**src/rtl/ryu_pkg.sv**
```systemverilog
// Shared types and constants for the Ryu character controller.
// State encodings double as sprite codes, so sprite is the state register itself.
package ryu_pkg;

  typedef enum logic [2:0] {
    ST_STAND  = 3'd0,
    ST_PUNCH  = 3'd1,
    ST_JUMP   = 3'd2,
    ST_CROUCH = 3'd3,
    ST_WALK_L = 3'd4,
    ST_WALK_R = 3'd5
  } state_t;

  localparam logic [2:0] SPR_STAND  = 3'd0;
  localparam logic [2:0] SPR_PUNCH  = 3'd1;
  localparam logic [2:0] SPR_JUMP   = 3'd2;
  localparam logic [2:0] SPR_CROUCH = 3'd3;
  localparam logic [2:0] SPR_LEFT   = 3'd4;
  localparam logic [2:0] SPR_RIGHT  = 3'd5;

  localparam logic [7:0] KEY_J = 8'h0D;
  localparam logic [7:0] KEY_W = 8'h1A;
  localparam logic [7:0] KEY_S = 8'h16;
  localparam logic [7:0] KEY_A = 8'h04;
  localparam logic [7:0] KEY_D = 8'h07;

  typedef logic signed [10:0] vel_t;

endpackage

```
**src/rtl/ryu_key_decode.sv**
```systemverilog
// Combinational decode of the two held USB HID keycodes into action flags.
// A key counts as held if it appears in either keycode slot.
module ryu_key_decode
  import ryu_pkg::*;
(
  input  logic [7:0] keycode0,
  input  logic [7:0] keycode1,
  output logic       punch,
  output logic       jump,
  output logic       crouch,
  output logic       left,
  output logic       right
);

  localparam logic [7:0] KEY_MAP [5] = '{KEY_J, KEY_W, KEY_S, KEY_A, KEY_D};

  logic [4:0] hit;

  for (genvar gi = 0; gi < 5; gi++) begin : g_key
    assign hit[gi] = (keycode0 == KEY_MAP[gi]) || (keycode1 == KEY_MAP[gi]);
  end

  assign punch  = hit[0];
  assign jump   = hit[1];
  assign crouch = hit[2];
  assign left   = hit[3];
  assign right  = hit[4];

endmodule

```
**src/rtl/ryu_controller.sv**
```systemverilog
// Per-frame Ryu character controller: action FSM, jump physics and X clamping.
// Every register advances only on frame_tick cycles.
module ryu_controller
  import ryu_pkg::*;
#(
  parameter int X_START      = 100,
  parameter int X_MIN        = 0,
  parameter int X_MAX        = 576,
  parameter int GROUND_Y     = 300,
  parameter int STEP         = 2,
  parameter int JUMP_V       = 12,
  parameter int GRAVITY      = 1,
  parameter int PUNCH_FRAMES = 8
) (
  input  logic       vga_clk,
  input  logic       Reset,
  input  logic       frame_tick,
  input  logic [7:0] keycode0,
  input  logic [7:0] keycode1,
  output logic [9:0] RyuX,
  output logic [9:0] RyuY,
  output logic [2:0] sprite
);

  localparam int PW = $clog2(PUNCH_FRAMES + 1);

  state_t            state_reg, state_next;
  logic [9:0]        x_reg, x_next;
  logic [9:0]        y_reg, y_next;
  vel_t              vy_reg, vy_next;
  logic signed [1:0] hdir_reg, hdir_next;
  logic [PW-1:0]     pcnt_reg, pcnt_next;
  vel_t              ny;
  logic              decide;
  logic              k_punch, k_jump, k_crouch, k_left, k_right;

  ryu_key_decode u_key_decode (
    .keycode0 (keycode0),
    .keycode1 (keycode1),
    .punch    (k_punch),
    .jump     (k_jump),
    .crouch   (k_crouch),
    .left     (k_left),
    .right    (k_right)
  );

  // Horizontal move by dir*STEP, saturating into [X_MIN, X_MAX].
  function automatic logic [9:0] move_x(input logic [9:0] x, input logic signed [1:0] dir);
    int xi;
    xi = int'(x) + int'(dir) * STEP;
    if (xi < X_MIN)      xi = X_MIN;
    else if (xi > X_MAX) xi = X_MAX;
    return 10'(xi);
  endfunction

  always_ff @(posedge vga_clk) begin
    if (Reset) begin
      state_reg <= ST_STAND;
      x_reg     <= 10'(X_START);
      y_reg     <= 10'(GROUND_Y);
      vy_reg    <= '0;
      hdir_reg  <= '0;
      pcnt_reg  <= '0;
    end else begin
      state_reg <= state_next;
      x_reg     <= x_next;
      y_reg     <= y_next;
      vy_reg    <= vy_next;
      hdir_reg  <= hdir_next;
      pcnt_reg  <= pcnt_next;
    end
  end

  always_comb begin
    state_next = state_reg;
    x_next     = x_reg;
    y_next     = y_reg;
    vy_next    = vy_reg;
    hdir_next  = hdir_reg;
    pcnt_next  = pcnt_reg;
    ny         = vel_t'({1'b0, y_reg}) + vy_reg;
    decide     = 1'b0;

    if (frame_tick) begin
      case (state_reg)
        ST_PUNCH: begin
          if (pcnt_reg == '0) decide = 1'b1;
          else                pcnt_next = pcnt_reg - 1'b1;
        end
        ST_JUMP: begin
          vy_next = vy_reg + vel_t'(GRAVITY);
          x_next  = move_x(x_reg, hdir_reg);
          if (ny >= vel_t'(GROUND_Y)) begin
            y_next     = 10'(GROUND_Y);
            vy_next    = '0;
            state_next = ST_STAND;
          end else if (ny[10]) begin
            y_next = '0;
          end else begin
            y_next = ny[9:0];
          end
        end
        default: decide = 1'b1;
      endcase
    end

    // Grounded priority decision: punch > jump > crouch > left > right > stand.
    if (decide) begin
      if (k_punch) begin
        state_next = ST_PUNCH;
        pcnt_next  = PW'(PUNCH_FRAMES - 1);
      end else if (k_jump) begin
        state_next = ST_JUMP;
        vy_next    = -vel_t'(JUMP_V);
        hdir_next  = k_left ? 2'sb11 : (k_right ? 2'sb01 : 2'sb00);
      end else if (k_crouch) begin
        state_next = ST_CROUCH;
      end else if (k_left) begin
        state_next = ST_WALK_L;
        x_next     = move_x(x_reg, 2'sb11);
      end else if (k_right) begin
        state_next = ST_WALK_R;
        x_next     = move_x(x_reg, 2'sb01);
      end else begin
        state_next = ST_STAND;
      end
    end
  end

  assign RyuX   = x_reg;
  assign RyuY   = y_reg;
  assign sprite = state_reg;

endmodule
```
**config.mk**
```make
export PLATFORM = sky130hd
export DESIGN_NAME = ryu_controller
export DESIGN_NICKNAME = d
export VERILOG_FILES = /design/src/rtl/ryu_pkg.sv /design/src/rtl/ryu_key_decode.sv /design/src/rtl/ryu_controller.sv
export SDC_FILE = /design/constraint.sdc
export NUM_CORES = 1
export LEC_CHECK = 0
export CAP_MARGIN = 20
export CORE_ASPECT_RATIO = 0.7
export CORE_MARGIN = 2
export CORE_UTILIZATION = 52
export DETAILED_ROUTE_END_ITERATION = 12
export PLACE_DENSITY = 0.87
export SLEW_MARGIN = 20
export SYNTH_ARGS = -nofsm -noshare
export SYNTH_HDL_FRONTEND = slang
export SYNTH_HIERARCHICAL = 1
export SYNTH_SLANG_ARGS = --single-unit
```
**constraint.sdc**
```tcl
create_clock -name vga_clk -period 3.05 [get_ports vga_clk]
set_clock_uncertainty 0.2 [all_clocks]
set_input_delay 0.61 -clock vga_clk [delete_from_list [all_inputs] [get_ports vga_clk]]
set_output_delay 0.61 -clock vga_clk [all_outputs]
set_load 0.03 [all_outputs]
```
==> flow_summary.toml, run 1 <==
[route]
viasPerCell = 6.54
drc_errors = 0
antenna_left = 0
avgRoutedWirePerCell_um = 18.5
drt_wl_total_um = 12500
drt-initial-drc-count = 590
dr.pass1.iters = 7
vias = 4411

[sta]
worst_pin_slew_ps = 522
fin_crit_ps = 3060
fin_crit_sh_pct = 100
finalHoldViolCount = 0
rsz0062_at_grt = "true"
slew_headroom_pct = 65.1
setup_viol = 1
drv_slew = 0
fmax_ghz = 0.327
fin_ws_ps = -9.74
holdWs_ps = 303

[clocking]
numCtsBuffers = 5
cts_sinks = 40
cts_tree = "done"
path_clk_slew_ps = 90
cts-root-buf = "clkbuf_8"
htreeDepth = 2
clock_path_buffers = 2
clk_latency_ps = 300

[place]
dp_hpwl_um = 9200
gp_congestion = 1.06
io_buffers = 41
placed_cells = 661
place_area_mm2 = 0.00469

[final_layout]
syn_to_final_growth_pct = 30.2
postLayoutCoreUtil_pct = 69.5
final_nets = 621
final_layout_size_suffix_gt1_share_pct = 22.7
nFillCells = 548
layout.cells.non_filler = 674
insertedDiodeCount = 0
largest_reg_flops = 11
fin_area_mm2 = 0.00502

[grt]
grt_pass1_wl_um = 19600
track_usage_pct = 29.4
grt_max_degree = 34
grt_remaining_overflow = 0
grt_pass1_vias = 4069
antenna_found_initial = 1

[logic_synthesis]
synth.avg_cell_area_um2 = 7.88
synth_nets = 535
syn_area_mm2 = 0.00385
ys_warn_count = 6
synthCells = 489
synth_cell_types = 78
ys_ff_latch = 40
synth_flop_cell = "dfxtp_1"
synth-edff-count = 0
synth-async-reset-ratio_pct = 0
synth_most_common_cell = "nor2_1"
synthTopCellsByCount = "49 x nor2_1, 40 x dfxtp_1, 40 x nand2_1"
ys_top_cells_by_area = "dfxtp_1 21%, ha_1 8.1%, nor2_1 4.8%, nand2_1 3.9%, o21ai_0 3.2%"
synth_top_cell_by_area = "dfxtp_1"
netlist.area_leader.share_pct = 20.8
yosysSeqAreaShare_pct = 20.8

[status]
status = "finished with violations"
violations = "negative setup slack"

[power_and_ir_drop]
powerDensity_mw_per_mm2 = 212
leakage_nw = 2.00
peakVddDrop_mv = 0.184

[floorplanning]
io_pins = 42
rows = 26
start_util_pct = 53.3
die_h_um = 76
die_area_mm2 = 0.00812
core_area_mm2 = 0.00722
fp.dieW_um = 107

[setup_path]
cp_slowest_cell = "or4b_1"
critPathCaptureType = "flop"
max_stage_delay_ps = 470
path_max_fanout = 4
critPathArrivalTime_ps = 3090
start_kind = "flop"
crit_chain = "ha_4, inv_1, fa_2, nor2b_4, o2111ai_4, nand4_1, nand4_1, buf_4, o31a_1, o211ai_2, or4b_1, o211ai_1"
critical_path_required_ps = 3080
critPathKind = "flop to flop"
critical_path.most_common_cell = "nand4_1"

[worst_hold_path]
hold_path.class = "flop to flop"

[job]
maxCapViolCount = 0
==> stage by stage <==
step / total power [mW] / setup WS, ps / TNS (ps)
after floorplan: 0.593 / 15.2 / 0
after global placement: 0.652 / -0.961 / -0.961
after detailed placement: 0.656 / -69.9 / -354
after CTS: 1.06 / 1.29 / 0
after global routing: 1.10 / -129 / -639
final: 1.06 / -9.74 / -9.74
==> worst max-delay path: cells and delay by family, from the launching register on <==
| kind | cells | cell delay, ps |
|---|---|---|
| AND/OR/NAND/NOR | 4 | 990 |
| AO/OA/AOI/OAI | 4 | 670 |
| adder cells (fa/ha/maj) | 2 | 530 |
| flip-flops | 1 | 370 |
| buffers and inverters | 2 | 230 |
==> routing by layer <==
metal  track usage [%]  up-vias  share of wire [%]
met5                 0        -              0.088
met4              7.53        2                2.4
met3              6.84       42                 12
met2              44.7      304                 45
met1              42.0     2056                 41
li1                  -     2007                  -
==> layout by cell type, fill, tap and decap left out, types with 13 or more instances in the layout <==
cell type         n
buf_4            64
nor2_1           48
clkdlybuf4s50_1  41
nand2_1          40
dfxtp_1          33
a21oi_1          20
inv_1            19
ha_1             19
o21ai_0          18
nand4_1          16
nand3_1          16
nor3_1           13
==> area by class of cell <==
cell class	instances	area, µm²	area share (%)
Sequential cell	40	815	16.2
Timing Repair Buffer	105	891	17.8
Tap cell	98	123	2.44
Inverter	19	71.3	1.42
Multi-Input combinational cell	404	3010	60.0
Clock inverter	2	12.5	0.249
Clock buffer	6	93.8	1.87
==> cell families after synthesis <==
kind of cell / share of synthesized area, %
AND/OR/NAND/NOR: 29.6
AO/OA/AOI/OAI: 26.6
buffers and inverters: 6.17
flip-flops: 20.8
adder cells (fa/ha/maj): 9.16
XOR/XNOR: 5.23
multiplexers: 2.44
==> power breakdown <==
| group | internal, mW | switching [mW] | leakage (nW) |
|---|---|---|---|
| Clock | 0.209 | 0.205 | 0.0523 |
| Sequential | 0.523 | 0.00358 | 0.326 |
| Combinational | 0.0589 | 0.0658 | 1.63 |
| Total | 0.791 | 0.274 | 2.00 |
==> path summary, 6_finish.rpt <==
check / start / endpoint / slack [ps] / depth (start not counted)
hold / removal: RyuY[9] / RyuY[9] / 300 / 1
setup reg to reg: RyuY[0] / vy_reg[9] / -10 / 12
setup / recovery: RyuY[0] / vy_reg[9] / -10 / 12
hold reg to reg: RyuY[9] / RyuY[9] / 300 / 1
==> timing repair <==
action | in CTS | in global routing
hold buffers | 0 | 0
setup buffers | 1 | 4
gates resized for setup | 7 | 39
pin swaps | 2 | 17
setup endpoints to repair | 14 | 28
Power figures use the tool's default switching activity.
==> run 2: changes to the inputs <==
Settings changed: CAP_MARGIN 20 to 15.
==> results of run 2 <==
The final DEF is identical to that of run 1; final timing and power are the same.
